### src/rtl/alu_multicycle_if.sv
// alu_multicycle_if: request/result handshake bundle for alu_multicycle.
//   Request side : valid_i, ready_o, ALU_Operation_i[3:0], A_i, B_i
//   Result side  : result_valid_o, result_ready_i, result_o, zero_o
//   master modport = datapath issuing operations, slave modport = the ALU.
interface alu_multicycle_if #(
  parameter int DATA_WIDTH = 32
);
  logic                  valid_i;
  logic                  ready_o;
  logic [3:0]            ALU_Operation_i;
  logic [DATA_WIDTH-1:0] A_i;
  logic [DATA_WIDTH-1:0] B_i;
  logic                  result_valid_o;
  logic                  result_ready_i;
  logic [DATA_WIDTH-1:0] result_o;
  logic                  zero_o;

  modport master (
    output valid_i, ALU_Operation_i, A_i, B_i, result_ready_i,
    input  ready_o, result_valid_o, result_o, zero_o
  );

  modport slave (
    input  valid_i, ALU_Operation_i, A_i, B_i, result_ready_i,
    output ready_o, result_valid_o, result_o, zero_o
  );
endinterface

### src/rtl/alu_multicycle.sv
// alu_multicycle: multi-cycle ALU for the multi-cycle core variant.
//   clk   : rising-edge clock
//   reset : asynchronous active-low reset
//   bus   : alu_multicycle_if.slave (request + result valid/ready handshakes)
// Logic/add ops finish in one cycle; SLL/SRL shift one bit per cycle.
// Build option: define ALU_MULTICYCLE_FAST_SHIFT_EN to use a barrel shifter
// instead, which removes the SHIFT state, shift register and counter.
module alu_multicycle #(
  parameter int DATA_WIDTH = 32,
  parameter int SHAMT_W    = $clog2(DATA_WIDTH)
) (
  input  logic              clk,
  input  logic              reset,
  alu_multicycle_if.slave   bus
);
  localparam logic [3:0] OP_ADD  = 4'b0000;
  localparam logic [3:0] OP_SUB  = 4'b0001;
  localparam logic [3:0] OP_XOR  = 4'b0010;
  localparam logic [3:0] OP_OR   = 4'b0011;
  localparam logic [3:0] OP_ORI  = 4'b1000;
  localparam logic [3:0] OP_AND  = 4'b0100;
  localparam logic [3:0] OP_SLL  = 4'b0101;
  localparam logic [3:0] OP_SRL  = 4'b0111;
  localparam logic [3:0] OP_LW   = 4'b1101;
  localparam logic [3:0] OP_SW   = 4'b1100;
  localparam logic [3:0] OP_LUI  = 4'b1001;
  localparam logic [3:0] OP_JALR = 4'b1010;

`ifdef ALU_MULTICYCLE_FAST_SHIFT_EN
  typedef enum logic [1:0] {S_IDLE = 2'd0, S_DONE = 2'd2} state_t;
`else
  typedef enum logic [1:0] {S_IDLE = 2'd0, S_SHIFT = 2'd1, S_DONE = 2'd2} state_t;
`endif

  state_t                r_state, w_next;
  logic [DATA_WIDTH-1:0] r_result;
  logic                  r_zero;
  logic                  r_valid;
  logic [DATA_WIDTH-1:0] w_sum;
  logic [DATA_WIDTH-1:0] w_res;
  logic [SHAMT_W-1:0]    w_k;

  assign w_k   = bus.B_i[SHAMT_W-1:0];
  assign w_sum = bus.A_i + bus.B_i;

  // Single-cycle result for everything issued straight to DONE.
  always_comb begin
    w_res = '0;
    case (bus.ALU_Operation_i)
      OP_ADD, OP_LW, OP_SW: w_res = w_sum;
      OP_SUB:               w_res = bus.A_i - bus.B_i;
      OP_XOR:               w_res = bus.A_i ^ bus.B_i;
      OP_OR, OP_ORI:        w_res = bus.A_i | bus.B_i;
      OP_AND:               w_res = bus.A_i & bus.B_i;
      OP_LUI:               w_res = bus.B_i;
      OP_JALR:              w_res = {w_sum[DATA_WIDTH-1:1], 1'b0};
`ifdef ALU_MULTICYCLE_FAST_SHIFT_EN
      OP_SLL:               w_res = bus.A_i << w_k;
      OP_SRL:               w_res = bus.A_i >> w_k;
`else
      // Only reached with k==0; nonzero amounts go through SHIFT.
      OP_SLL, OP_SRL:       w_res = bus.A_i;
`endif
      default:              w_res = '0;
    endcase
  end

`ifndef ALU_MULTICYCLE_FAST_SHIFT_EN
  logic [DATA_WIDTH-1:0] r_sh;
  logic [SHAMT_W-1:0]    r_cnt;
  logic                  r_dir;     // 1 = SRL, 0 = SLL
  logic [DATA_WIDTH-1:0] w_sh_nxt;
  logic                  w_start_shift;
  logic                  w_last;

  assign w_start_shift = ((bus.ALU_Operation_i == OP_SLL) || (bus.ALU_Operation_i == OP_SRL))
                         && (w_k != '0);
  assign w_sh_nxt      = r_dir ? (r_sh >> 1) : (r_sh << 1);
  assign w_last        = (r_cnt == SHAMT_W'(1));

  always_ff @(posedge clk or negedge reset) begin
    if (!reset) begin
      r_sh  <= '0;
      r_cnt <= '0;
      r_dir <= 1'b0;
    end else if (r_state == S_IDLE && bus.valid_i && w_start_shift) begin
      r_sh  <= bus.A_i;
      r_cnt <= w_k;
      r_dir <= (bus.ALU_Operation_i == OP_SRL);
    end else if (r_state == S_SHIFT) begin
      r_sh  <= w_sh_nxt;
      r_cnt <= r_cnt - SHAMT_W'(1);
    end
  end
`endif

  // FSM: state register
  always_ff @(posedge clk or negedge reset) begin
    if (!reset) r_state <= S_IDLE;
    else        r_state <= w_next;
  end

  // FSM: next state
  always_comb begin
    w_next = r_state;
    case (r_state)
      S_IDLE: begin
        if (bus.valid_i) begin
`ifdef ALU_MULTICYCLE_FAST_SHIFT_EN
          w_next = S_DONE;
`else
          w_next = w_start_shift ? S_SHIFT : S_DONE;
`endif
        end
      end
`ifndef ALU_MULTICYCLE_FAST_SHIFT_EN
      S_SHIFT: if (w_last) w_next = S_DONE;
`endif
      S_DONE:  if (bus.result_ready_i) w_next = S_IDLE;
      default: w_next = S_IDLE;
    endcase
  end

  // FSM: outputs (ready is a pure state decode, no input path)
  always_comb begin
    bus.ready_o = (r_state == S_IDLE);
  end

  // Result registers: written on entry to DONE, held until handshake.
  always_ff @(posedge clk or negedge reset) begin
    if (!reset) begin
      r_result <= '0;
      r_zero   <= 1'b0;
      r_valid  <= 1'b0;
    end else begin
      case (r_state)
        S_IDLE: begin
`ifdef ALU_MULTICYCLE_FAST_SHIFT_EN
          if (bus.valid_i) begin
`else
          if (bus.valid_i && !w_start_shift) begin
`endif
            r_result <= w_res;
            r_zero   <= (w_res == '0);
            r_valid  <= 1'b1;
          end
        end
`ifndef ALU_MULTICYCLE_FAST_SHIFT_EN
        S_SHIFT: begin
          if (w_last) begin
            r_result <= w_sh_nxt;
            r_zero   <= (w_sh_nxt == '0);
            r_valid  <= 1'b1;
          end
        end
`endif
        S_DONE:  if (bus.result_ready_i) r_valid <= 1'b0;
        default: r_valid <= 1'b0;
      endcase
    end
  end

  assign bus.result_o       = r_result;
  assign bus.zero_o         = r_zero;
  assign bus.result_valid_o = r_valid;
endmodule
### src/flat_wrapper.sv
// flat-port wrapper written by rule: the top's interface ports become plain ports
module alu_multicycle_flat 
#(
  parameter int DATA_WIDTH = 32,
  parameter int SHAMT_W    = $clog2(DATA_WIDTH)
)
  (clk, reset, bus_valid_i, bus_ALU_Operation_i, bus_A_i, bus_B_i, bus_result_ready_i, bus_ready_o, bus_result_valid_o, bus_result_o, bus_zero_o);
  alu_multicycle_if #(.DATA_WIDTH(DATA_WIDTH)) bus_i ();
  input  logic clk;
  input  logic reset;
  input wire logic [$bits(bus_i.valid_i)-1:0] bus_valid_i;
  input wire logic [$bits(bus_i.ALU_Operation_i)-1:0] bus_ALU_Operation_i;
  input wire logic [$bits(bus_i.A_i)-1:0] bus_A_i;
  input wire logic [$bits(bus_i.B_i)-1:0] bus_B_i;
  input wire logic [$bits(bus_i.result_ready_i)-1:0] bus_result_ready_i;
  output wire logic [$bits(bus_i.ready_o)-1:0] bus_ready_o;
  output wire logic [$bits(bus_i.result_valid_o)-1:0] bus_result_valid_o;
  output wire logic [$bits(bus_i.result_o)-1:0] bus_result_o;
  output wire logic [$bits(bus_i.zero_o)-1:0] bus_zero_o;
  assign bus_i.valid_i = bus_valid_i;
  assign bus_i.ALU_Operation_i = bus_ALU_Operation_i;
  assign bus_i.A_i = bus_A_i;
  assign bus_i.B_i = bus_B_i;
  assign bus_i.result_ready_i = bus_result_ready_i;
  assign bus_ready_o = bus_i.ready_o;
  assign bus_result_valid_o = bus_i.result_valid_o;
  assign bus_result_o = bus_i.result_o;
  assign bus_zero_o = bus_i.zero_o;
  alu_multicycle #(.DATA_WIDTH(DATA_WIDTH), .SHAMT_W(SHAMT_W)) u_core (.clk(clk), .reset(reset), .bus(bus_i));
endmodule
### config.mk
export PLATFORM = sky130hd
export DESIGN_NAME = alu_multicycle_flat
export DESIGN_NICKNAME = d
export VERILOG_FILES = /design/src/rtl/alu_multicycle_if.sv /design/src/rtl/alu_multicycle.sv /design/src/flat_wrapper.sv
export SDC_FILE = /design/constraint.sdc
export NUM_CORES = 1
export LEC_CHECK = 0
export ABC_AREA = 1
export CORE_UTILIZATION = 25
export CTS_BUF_LIST = sky130_fd_sc_hd__clkbuf_2 sky130_fd_sc_hd__clkbuf_4 sky130_fd_sc_hd__clkbuf_8
export DETAILED_ROUTE_END_ITERATION = 16
export PLACE_DENSITY = 0.42
export SYNTH_ARGS = -nofsm -noshare
export SYNTH_HDL_FRONTEND = slang
export SYNTH_SLANG_ARGS = --single-unit
### constraint.sdc
create_clock -name clk -period 2.1 [get_ports clk]
set_input_delay 0.315 -clock clk [delete_from_list [all_inputs] [get_ports clk]]
set_output_delay 0.315 -clock clk [all_outputs]
set_load 0.03 [all_outputs]
==> metrics.cfg <==
[clock_tree]
cts_tree = done
htree_num_levels = 3
clock-root-buffer = clkbuf_8
numCtsBuffers = 9
clock_latency_ns = 0.38
cts_num_sinks = 74
clockBufferDepth = 2
clkTransAtPathRegs_ns = 0.09

[final_layout]
nets = 2647
diodes = 0
stdcell_area_mm2 = 0.0187
final_cells = 3057
layout_commonest_cell = buf_4
drive_gt1_frac = 0.463
final_cell_mix = 437 x buf_4, 432 x nand2_1, 231 x inv_1
fillers = 4583
area_growth_pct = 72.8
final_util = 0.443

[sta]
finalCritPeriodShare = 1.11
fmax_mhz = 428
grt_setup_unrepaired = true
setup_ws_ns = -0.235
hold_violations = 0
fin_skew_ns = 0.0138
finalMaxSlewViolations = 0
min_period_ns = 2.34
finalSetupViolCount = 9
worst_pin_slew_ns = 0.503
relSlewSlack = 0.661

[logic_synthesis]
synthDistinctLibCells = 41
synth_seq_cells = 74
synthTopCellsByArea = nand2_1 21%, dfrtp_1 17%, inv_1 11%
synth_area_per_cell_um2 = 5.58
syn_inst = 1941
synth_seq_area_share = 0.171
ys_warn_count = 0
netlist_area_mm2 = 0.0108
synth_area_leader_cell = nand2_1
synth_top_area_frac = 0.208
syn-num-nets = 2112

[grt]
grt.overflow.total = 0
grt_max_degree = 53
grtUsageTotal = 0.259
grt_pass1_wl_um = 85500
grt_pass1_vias = 14036
antenna_found_initial = 0

[floorplan]
die-area_mm2 = 0.0442
fp.dieW_um = 210
rows = 75
die_h_um = 210
io_pins = 107
design.core.area_mm2 = 0.0423
initial_core_util = 0.256

[placed_design]
dpl.hpwl_um = 47800
post-place-ws_ns = -1.50
dp.cells = 2978
post_dp_cell_area_mm2 = 0.0157
io_buffer_count = 106
place_congestion = 0.984

[worst_setup_path]
crit_arrival_ns = 2.64
reg2reg_setup_slack_ns = -0.10
worst_setup_path_end_kind = register
crit_type = in -> reg
reg2reg_depth = 8
worst-path-max-fanout = 11
cp.required_ns = 2.41
crit_path_start_kind = input pin

[drt]
wl_um = 57000
top_layer_used = met4
post_drt_wl_per_cell_um = 18.7
drt_first_iter_violations = 985
route.met3.wl_um = 3110
drt-pass1-iter-count = 5
routed_via_density = 4.74
ant_nets = 0
route.met2.wl_um = 25100
drc = 0
vias = 14497
wl_met1_um = 27900

[hold_path]
hold_path.class = in -> reg
hold_path_depth = 4

[job]
drv_cap = 0

[power_and_ir_drop]
p_leak_nw = 9.42
finalPower_mw = 11.3
power_density_mw_per_mm2 = 602
ir_drop_mv = 0.417

[run_status]
status = finished, violations left
violations = setup timing

-- kinds of logic (layout without fill, tap and decap cells) --
kind of cell,count (synthesis),count (layout),share of synthesized area
compound gates,304,304,0.159
simple gates,1043,1043,0.396
xor+xnor,4,4,0.00323
fa+ha+maj,99,99,0.116
flops,74,74,0.171
buf+inv,417,956,0.155
-- synth_stat cells (all sizes together) --
cell and count:
o21bai 7, nand4 21, a31oi 32, nand3b 1, nor3 10, and3 2, and2 2, clkbuf 30
o41ai 1, nor2 231, or2 10, o2111ai 3, nand2 607, dfrtp 74, a41oi 1, inv 341
o221ai 13, buf 46, a211oi 14, nand3 153, xnor2 2, o22ai 32, ha 97, xor2 2
o21ai 144, a21oi 57, nor4 6, fa 2
-- power breakdown --
part	leakage (nW)	total, mW	switching, mW	internal, mW
clock	0.105	1.22	0.563	0.656
sequential	0.869	2.53	0.406	2.13
combinational	8.44	7.52	4.34	3.18
total	9.42	11.3	5.31	5.97
-- worst max-delay path, cell delays in order --
cell	delay, ns
dlygate4sd2_1	0.31
inv_2	0.12
nor2_1	0.06
nand2_1	0.08
nand2_2	0.07
inv_2	0.11
buf_12	0.18
buf_4	0.18
nor2_1	0.05
nor2_1	0.22
nand2_1	0.10
nor2_1	0.13
nand3_2	0.12
nor2_2	0.11
nand2_1	0.08
nor2_2	0.16
nand3_4	0.10
a21oi_2	0.13
-- per-layer routing --
| metal | global-route usage | vias to the layer above |
|---|---|---|
| met3 | 0.0302 | 50 |
| li1 | - | 7224 |
| met2 | 0.410 | 376 |
| met4 | 0.0440 | 0 |
| met1 | 0.378 | 6847 |
| met5 | 0 | - |
-- repair_timing --
item	CTS	global route
pin swaps	134	144
buffers inserted	46	23
endpoints found under the setup margin	71	34
resized for setup	597	361
hold buffers	1	0
endpoints found under the hold margin	17	0
cloned	0	0
-- flip-flops by register name (all words and copies together) (netlist names) --
register,flops
u_core.bus.result_valid_o,1
u_core.bus.result_o,32
u_core.r_state,2
u_core.r_cnt,5
u_core.r_sh,32
u_core.bus.zero_o,1
u_core.r_dir,1
-- stage by stage --
stage / hold slack (ns) / TNS (ns)
floorplan: 0.0194 / -0.0449
global placement: 0.226 / -54.14
detailed placement: 0.227 / -56.51
CTS: 0.285 / -0.789
global route: 0.283 / -2.28
finish: 0.262 / -0.781
-- area by class of cell --
class / count / area (um2) / area share
Clock buffer: 9 / 124 / 0.00661
Clock inverter: 6 / 82.6 / 0.00441
Multi-Input combinational cell: 1450 / 9720 / 0.519
Inverter: 341 / 1310 / 0.0699
Sequential cell: 74 / 1850 / 0.0989
Tap cell: 577 / 722 / 0.0385
Timing Repair Buffer: 600 / 4920 / 0.263
-- final timing paths --
| check | startpoint | to |
|---|---|---|
| max in group asynchronous | reset | u_core.r_sh[18] |
| min in group asynchronous | reset | u_core.r_cnt[4] |
| hold reg to reg | u_core.bus.result_o[29] | u_core.bus.result_o[29] |
| hold / removal | bus_B_i[1] | u_core.r_cnt[1] |
| setup / recovery | bus_ALU_Operation_i[3] | u_core.bus.zero_o |
| setup reg to reg | u_core.r_dir | u_core.bus.zero_o |
No activity file was read; power rests on OpenSTA's default activity.
